### src/rtl/ripple_adder4_struct.sv
// Registered WIDTH-bit ripple-carry adder built from gate-level full-adder cells; reports carry and signed overflow.
// Latency 1: operands qualified by in_valid at one rising edge appear on Sum/Cout/Ovf with out_valid after that edge.
// No backpressure: accepts a new operand set every cycle; with in_valid low the result registers hold and out_valid drops.

// One-bit full adder from gate primitives: s = a^b^c, co = a&b | c&(a^b).
module fa_cell (
    input  logic a_i,
    input  logic b_i,
    input  logic c_i,
    output logic s_o,
    output logic co_o
);
    logic p;
    logic g;
    logic t;

    xor u_xor_p (p, a_i, b_i);
    xor u_xor_s (s_o, p, c_i);
    and u_and_g (g, a_i, b_i);
    and u_and_t (t, c_i, p);
    or  u_or_co (co_o, g, t);
endmodule

module ripple_adder4_struct #(
    parameter int WIDTH = 4
) (
    input  logic             clk,
    input  logic             rst,
    input  logic             in_valid,
    input  logic [WIDTH-1:0] A,
    input  logic [WIDTH-1:0] B,
    input  logic             Cin,
    output logic [WIDTH-1:0] Sum,
    output logic             Cout,
    output logic             Ovf,
    output logic             out_valid
);
    // c[i] is the carry into cell i; c[WIDTH] leaves the MSB cell.
    logic [WIDTH:0]   c;
    logic [WIDTH-1:0] s;

    assign c[0] = Cin;

    for (genvar i = 0; i < WIDTH; i++) begin : g_chain
        fa_cell u_fa (
            .a_i  (A[i]),
            .b_i  (B[i]),
            .c_i  (c[i]),
            .s_o  (s[i]),
            .co_o (c[i+1])
        );
    end

    logic [WIDTH-1:0] sum_q, sum_d;
    logic             cout_q, cout_d;
    logic             ovf_q, ovf_d;
    logic             vld_q, vld_d;

    // Load a new result only when qualified; otherwise keep the last one so
    // garbage (including X) on idle operands never reaches the outputs.
    always_comb begin
        sum_d  = sum_q;
        cout_d = cout_q;
        ovf_d  = ovf_q;
        vld_d  = in_valid;
        if (in_valid) begin
            sum_d  = s;
            cout_d = c[WIDTH];
            ovf_d  = c[WIDTH-1] ^ c[WIDTH];
        end
    end

    // Output registers; reset clears immediately without a clock edge.
    always_ff @(posedge clk or posedge rst) begin
        if (rst) begin
            sum_q  <= '0;
            cout_q <= 1'b0;
            ovf_q  <= 1'b0;
            vld_q  <= 1'b0;
        end else begin
            sum_q  <= sum_d;
            cout_q <= cout_d;
            ovf_q  <= ovf_d;
            vld_q  <= vld_d;
        end
    end

    assign Sum       = sum_q;
    assign Cout      = cout_q;
    assign Ovf       = ovf_q;
    assign out_valid = vld_q;
endmodule

### config.mk
export PLATFORM = sky130hd
export DESIGN_NAME = ripple_adder4_struct
export DESIGN_NICKNAME = d
export VERILOG_FILES = /design/src/rtl/ripple_adder4_struct.sv
export SDC_FILE = /design/constraint.sdc
export NUM_CORES = 1
export LEC_CHECK = 0
export ABC_CLOCK_PERIOD_IN_PS = 2100
export CORE_AREA = 4 4 41 43
export DETAILED_ROUTE_END_ITERATION = 8
export DIE_AREA = 0 0 45 47
export PLACE_DENSITY = 0.57
export SLEW_MARGIN = 20
export SYNTH_ARGS = -nofsm -noshare
export SYNTH_HDL_FRONTEND = slang
export SYNTH_SLANG_ARGS = --single-unit
### constraint.sdc
create_clock -name clk -period 2.1 [get_ports clk]
set_input_delay 0.21 -clock clk [delete_from_list [all_inputs] [get_ports clk]]
set_output_delay 0.21 -clock clk [all_outputs]
set_load 0.05 [all_outputs]
### Word level (Yosys, flattened, before mapping)

Index checks and enable logic that the tools add are counted.

* bits of input ports: 12
* register bits after elaboration: 7
* word-level logic and storage cells: 25
* output and inout bits: 7

* bitwise gates (word level): 21

Operators by type and width (count)
* bitwise XOR 1 bit: 9
* AND 1 bit: 8
* OR 1 bit: 4

### Depth between registers and ports, before layout

* depth in word-level cells: 10
* depth in mapped cells: 9
* gate-level depth less buffers: 9

### Modules after synthesis

A second synthesis with hierarchy kept.

* cells, all modules: 21
* area total of the unflattened synthesis: 362.8 µm²

By module, submodules not included
* ripple_adder4_struct: cells an instance 17, area each 282.8 µm², instances 1
* fa_cell: cells an instance 1, area each 20.0 µm², instances 4

### Least setup slack after synthesis

No wires, ideal clock.

* kind: in2reg
* from: in A[0]
* to: reg ovf_q (netlist: Ovf)
* data required time: 1975 ps
* data arrival time: 1814 ps
* cell stages on the path: 9
* buffers on the path: 0
* path slack: 161 ps
* cells stage by stage: fa_1 > inv_1 > fa_1 > inv_1 > fa_1 > inv_1 > fa_1 > xnor2_1 > mux2_4

* word-level cells in the longest chain between the ends: 10
* elaborated cells on any way between the ends: 11
* those cells by class: 11 x bitwise

Ends and longest elaborated chain
* start: declaration: RTL line 30 `input logic [WIDTH-1:0] A,`
* bitwise XOR 1 bit: RTL line 17 `xor u_xor_p (p, a_i, b_i);`
* AND 1 bit: RTL line 20 `and u_and_t (t, c_i, p);`
* OR 1 bit (*): RTL line 21 `or u_or_co (co_o, g, t);`
* AND 1 bit (*): RTL line 20
* OR 1 bit (*): RTL line 21
* AND 1 bit (*): RTL line 20
* OR 1 bit (*): RTL line 21
* AND 1 bit: RTL line 20
* OR 1 bit: RTL line 21
* bitwise XOR 1 bit (*): RTL line 69 `ovf_d = c[WIDTH-1] ^ c[WIDTH];`
* end signal: assignment: RTL line 83 `ovf_q <= ovf_d;`
* end: declaration: RTL line 56 `logic ovf_q, ovf_d;`

Mark *: on every way between the ends. The rest lies on a longest branch, timed or not.
A chain may end at the register's enable or synchronous reset.

### Final worst setup path

* from: in A[1]
* to: reg ovf_q (netlist: Ovf)

* word-level cells in the longest chain between the ends: 8
* elaborated cells on any way between the ends: 9
* those cells by class: 9 x bitwise

Ends and longest elaborated chain (RTL line)
* bitwise XOR 1 bit: 17
* AND 1 bit: 20
* OR 1 bit (*): 21
* AND 1 bit (*): 20
* OR 1 bit (*): 21
* AND 1 bit: 20
* OR 1 bit: 21
* bitwise XOR 1 bit (*): 69

Marks and branches as above.

==> flow_metrics.tcl <==
set metrics [dict create \
    critical_path_buf_inv_count 4 \
    grt_pass1_vias 297 \
    dp_hpwl_um 629 \
    postPlaceCellArea_um2 577 \
    worst_path_max_delay_cell "clkdlybuf4s50_1" \
    avgSynthCellArea_um2 12.7 \
    crit_top_cell "fa_2" \
    yosysWarnings 0 \
    io_pins 19 \
    synth_seq_cells 7 \
    worstMarginPinSlew_ns 0.502 \
    htreeDepth 1 \
    whs_ns 0.181 \
    worstSetupPathType "in -> reg" \
    diodes 0 \
    crit_chain "clkdlybuf4s50_1, inv_1, fa_2, inv_2, fa_2, inv_2, fa_2, xnor2_1, mux2_4" \
    routabilityCongestion 0.640 \
    status "complete, no violations" \
    grt.total_usage_pct 10.5 \
    final_common_cell "clkdlybuf4s50_1" \
    slew_violations 0 \
    setup_ws_ns 0.0734 \
    critPathMaxFanout 2 \
    final_cell_mix "15 x clkdlybuf4s50_1, 7 x dfrtp_1, 6 x inv_1" \
    start_kind "primary input" \
    ant_nets 0 \
    grt_start_max_net_pins 10 \
    pwr-share-comb_pct 43.3 \
    max_cap_viol_count 0 \
    dr.pass1.iters 2 \
    port-buffer-count 18 \
    ys_types 9 \
    cellPowerDensity_nw_per_um2 854 \
    die_h_um 47 \
    drive_above_1_share_pct 28.3 \
    cts_tree "done" \
    fin_skew_ns 0 \
    cp_top_family "adder cells" \
    syn_nets 46 \
    swShare_pct 37.5 \
    synth_cells 30 \
    die_x_um 45 \
    p_int_uw 329 \
    cts-root-buf "clkbuf_4" \
    wl_per_cell_um 11.8 \
    ctsHoldBuffers 0 \
    p_leak_uw 0.000290 \
    area_growth_pct 61.6 \
    grt_overflow_total 0 \
    clk_latency_ns 0.26 \
    relSlewSlack_pct 66.4 \
    vdd_ir_drop_max_mv 0.290 \
    drc_errors 0 \
    clock_sinks 7 \
    cpPeakStageDelay_ns 0.45 \
    pwr-share-seq_pct 32.7 \
    cts_buffers 3 \
    hold_viol 0 \
    cts_max_path_buffers 2 \
    rsz0062_at_grt "no" \
    required_ns 2.24 \
    routed_wl_um 803 \
    finalNetCount 70 \
    max_freq_mhz 493 \
    initial_core_util_pct 29.3 \
    die-area_um2 2120 \
    min_period_over_period_pct 96.5 \
    row_count 13 \
    ys_seq_area_share_pct 45.9 \
    grt_pass1_wl_um 1330 \
    drt_iter0_drc 2 \
    setup_tns_ns 0 \
    syn_area_um2 382 \
    clkPwrFrac_pct 23.9 \
    antenna_found_initial 0 \
    num_vias 273 \
    cp-end-kind "flop" \
    finalSetupViolations 0 \
    coreArea_um2 1300 \
    clk_pin_slew_ns 0.05 \
    hp-class "in -> async" \
    switching_power_uw 197 \
    design_area_um2 617 \
    fill_cells 124 \
    viasPerCell 4.01 \
    crit_arrival_ns 2.17 \
    final.min_clock_period_ns 2.03 \
    pre_cts_ws_ns -0.450 \
]
flip-flops by register name, indices dropped and copies added, names as in the netlist:
signal	cells
Sum	4
Cout	1
Ovf	1
out_valid	1
layout make-up:
type	instances	area [µm²]	share of cell area, %
flip-flops and latches	7	175	28.4
well taps	15	18.8	3.04
repair buffers	20	191	31.0
multi-input cells	13	171	27.8
clock buffers	4	26.3	4.26
inverters	9	33.8	5.48
cells by family after synthesis:
| kind of cell | after synthesis | synth area share (%) |
|---|---|---|
| AND/OR/NAND/NOR | 2 | 1.97 |
| buffers and inverters | 10 | 11.8 |
| AO/OA/AOI/OAI | 2 | 2.62 |
| flip-flops | 7 | 45.9 |
| multiplexers | 4 | 14.4 |
| XOR/XNOR | 1 | 2.30 |
| adder cells (fa/ha/maj) | 4 | 21.0 |
cell usage after synthesis (all sizes together):
cell   instances  share of area (%)
a21oi          2                2.6
buf            1                3.0
dfrtp          7                 46
fa             4                 21
inv            9                8.9
mux2           3                 12
mux2i          1                2.6
nor2           2                2.0
xnor2          1                2.3
final timing paths:
path	end	cells after the start	from	slack, ns
worst min register to register	Sum[0]	1	Sum[0]	0.51
worst max-delay path	Ovf	9	A[1]	0.07
worst max register to register	Ovf	1	Ovf	1.34
max in group asynchronous	out_valid	2	rst	1.71
worst min-delay path	Sum[3]	2	rst	0.18
min in group clk	Sum[0]	1	Sum[0]	0.51
layer usage:
| layer | part of all wire [%] | global-route usage, % | up-vias | wire [µm] |
|---|---|---|---|---|
| li1 | - | - | 132 | - |
| met1 | 31 | 8.02 | 124 | 245 |
| met2 | 56 | 17.2 | 12 | 447 |
| met3 | 5.7 | 2.30 | 5 | 46 |
| met4 | 7.8 | 17.5 | 0 | 63 |
| met5 | 0 | 0 | - | 0 |
stage by stage:
step / util [%] / std cells / power (µW)
floorplan: - / 30 / 314
global placement: 44.3 / 63 / 394
detailed placement: 44.3 / 63 / 399
CTS: 47.4 / 68 / 534
global route: 47.4 / 68 / 561
finish: 47.4 / 68 / 527
power by group through the flow:
stage	logic, µW	clock network [µW]	registers [µW]
2_1_floorplan	54.2	0	260
3_3_place_gp	221	0	174
3_5_place_dp	225	0	174
4_1_cts	231	130	173
5_1_grt	242	143	175
6_report	228	126	172
repair_timing:
| item | CTS | global route |
|---|---|---|
| endpoints found under the hold margin | 0 | 0 |
| setup buffers | 1 | 0 |
| endpoints found under the setup margin | 2 | 0 |
| gates resized for setup | 10 | 0 |
Note: power is estimated with default switching activity, not from simulation.
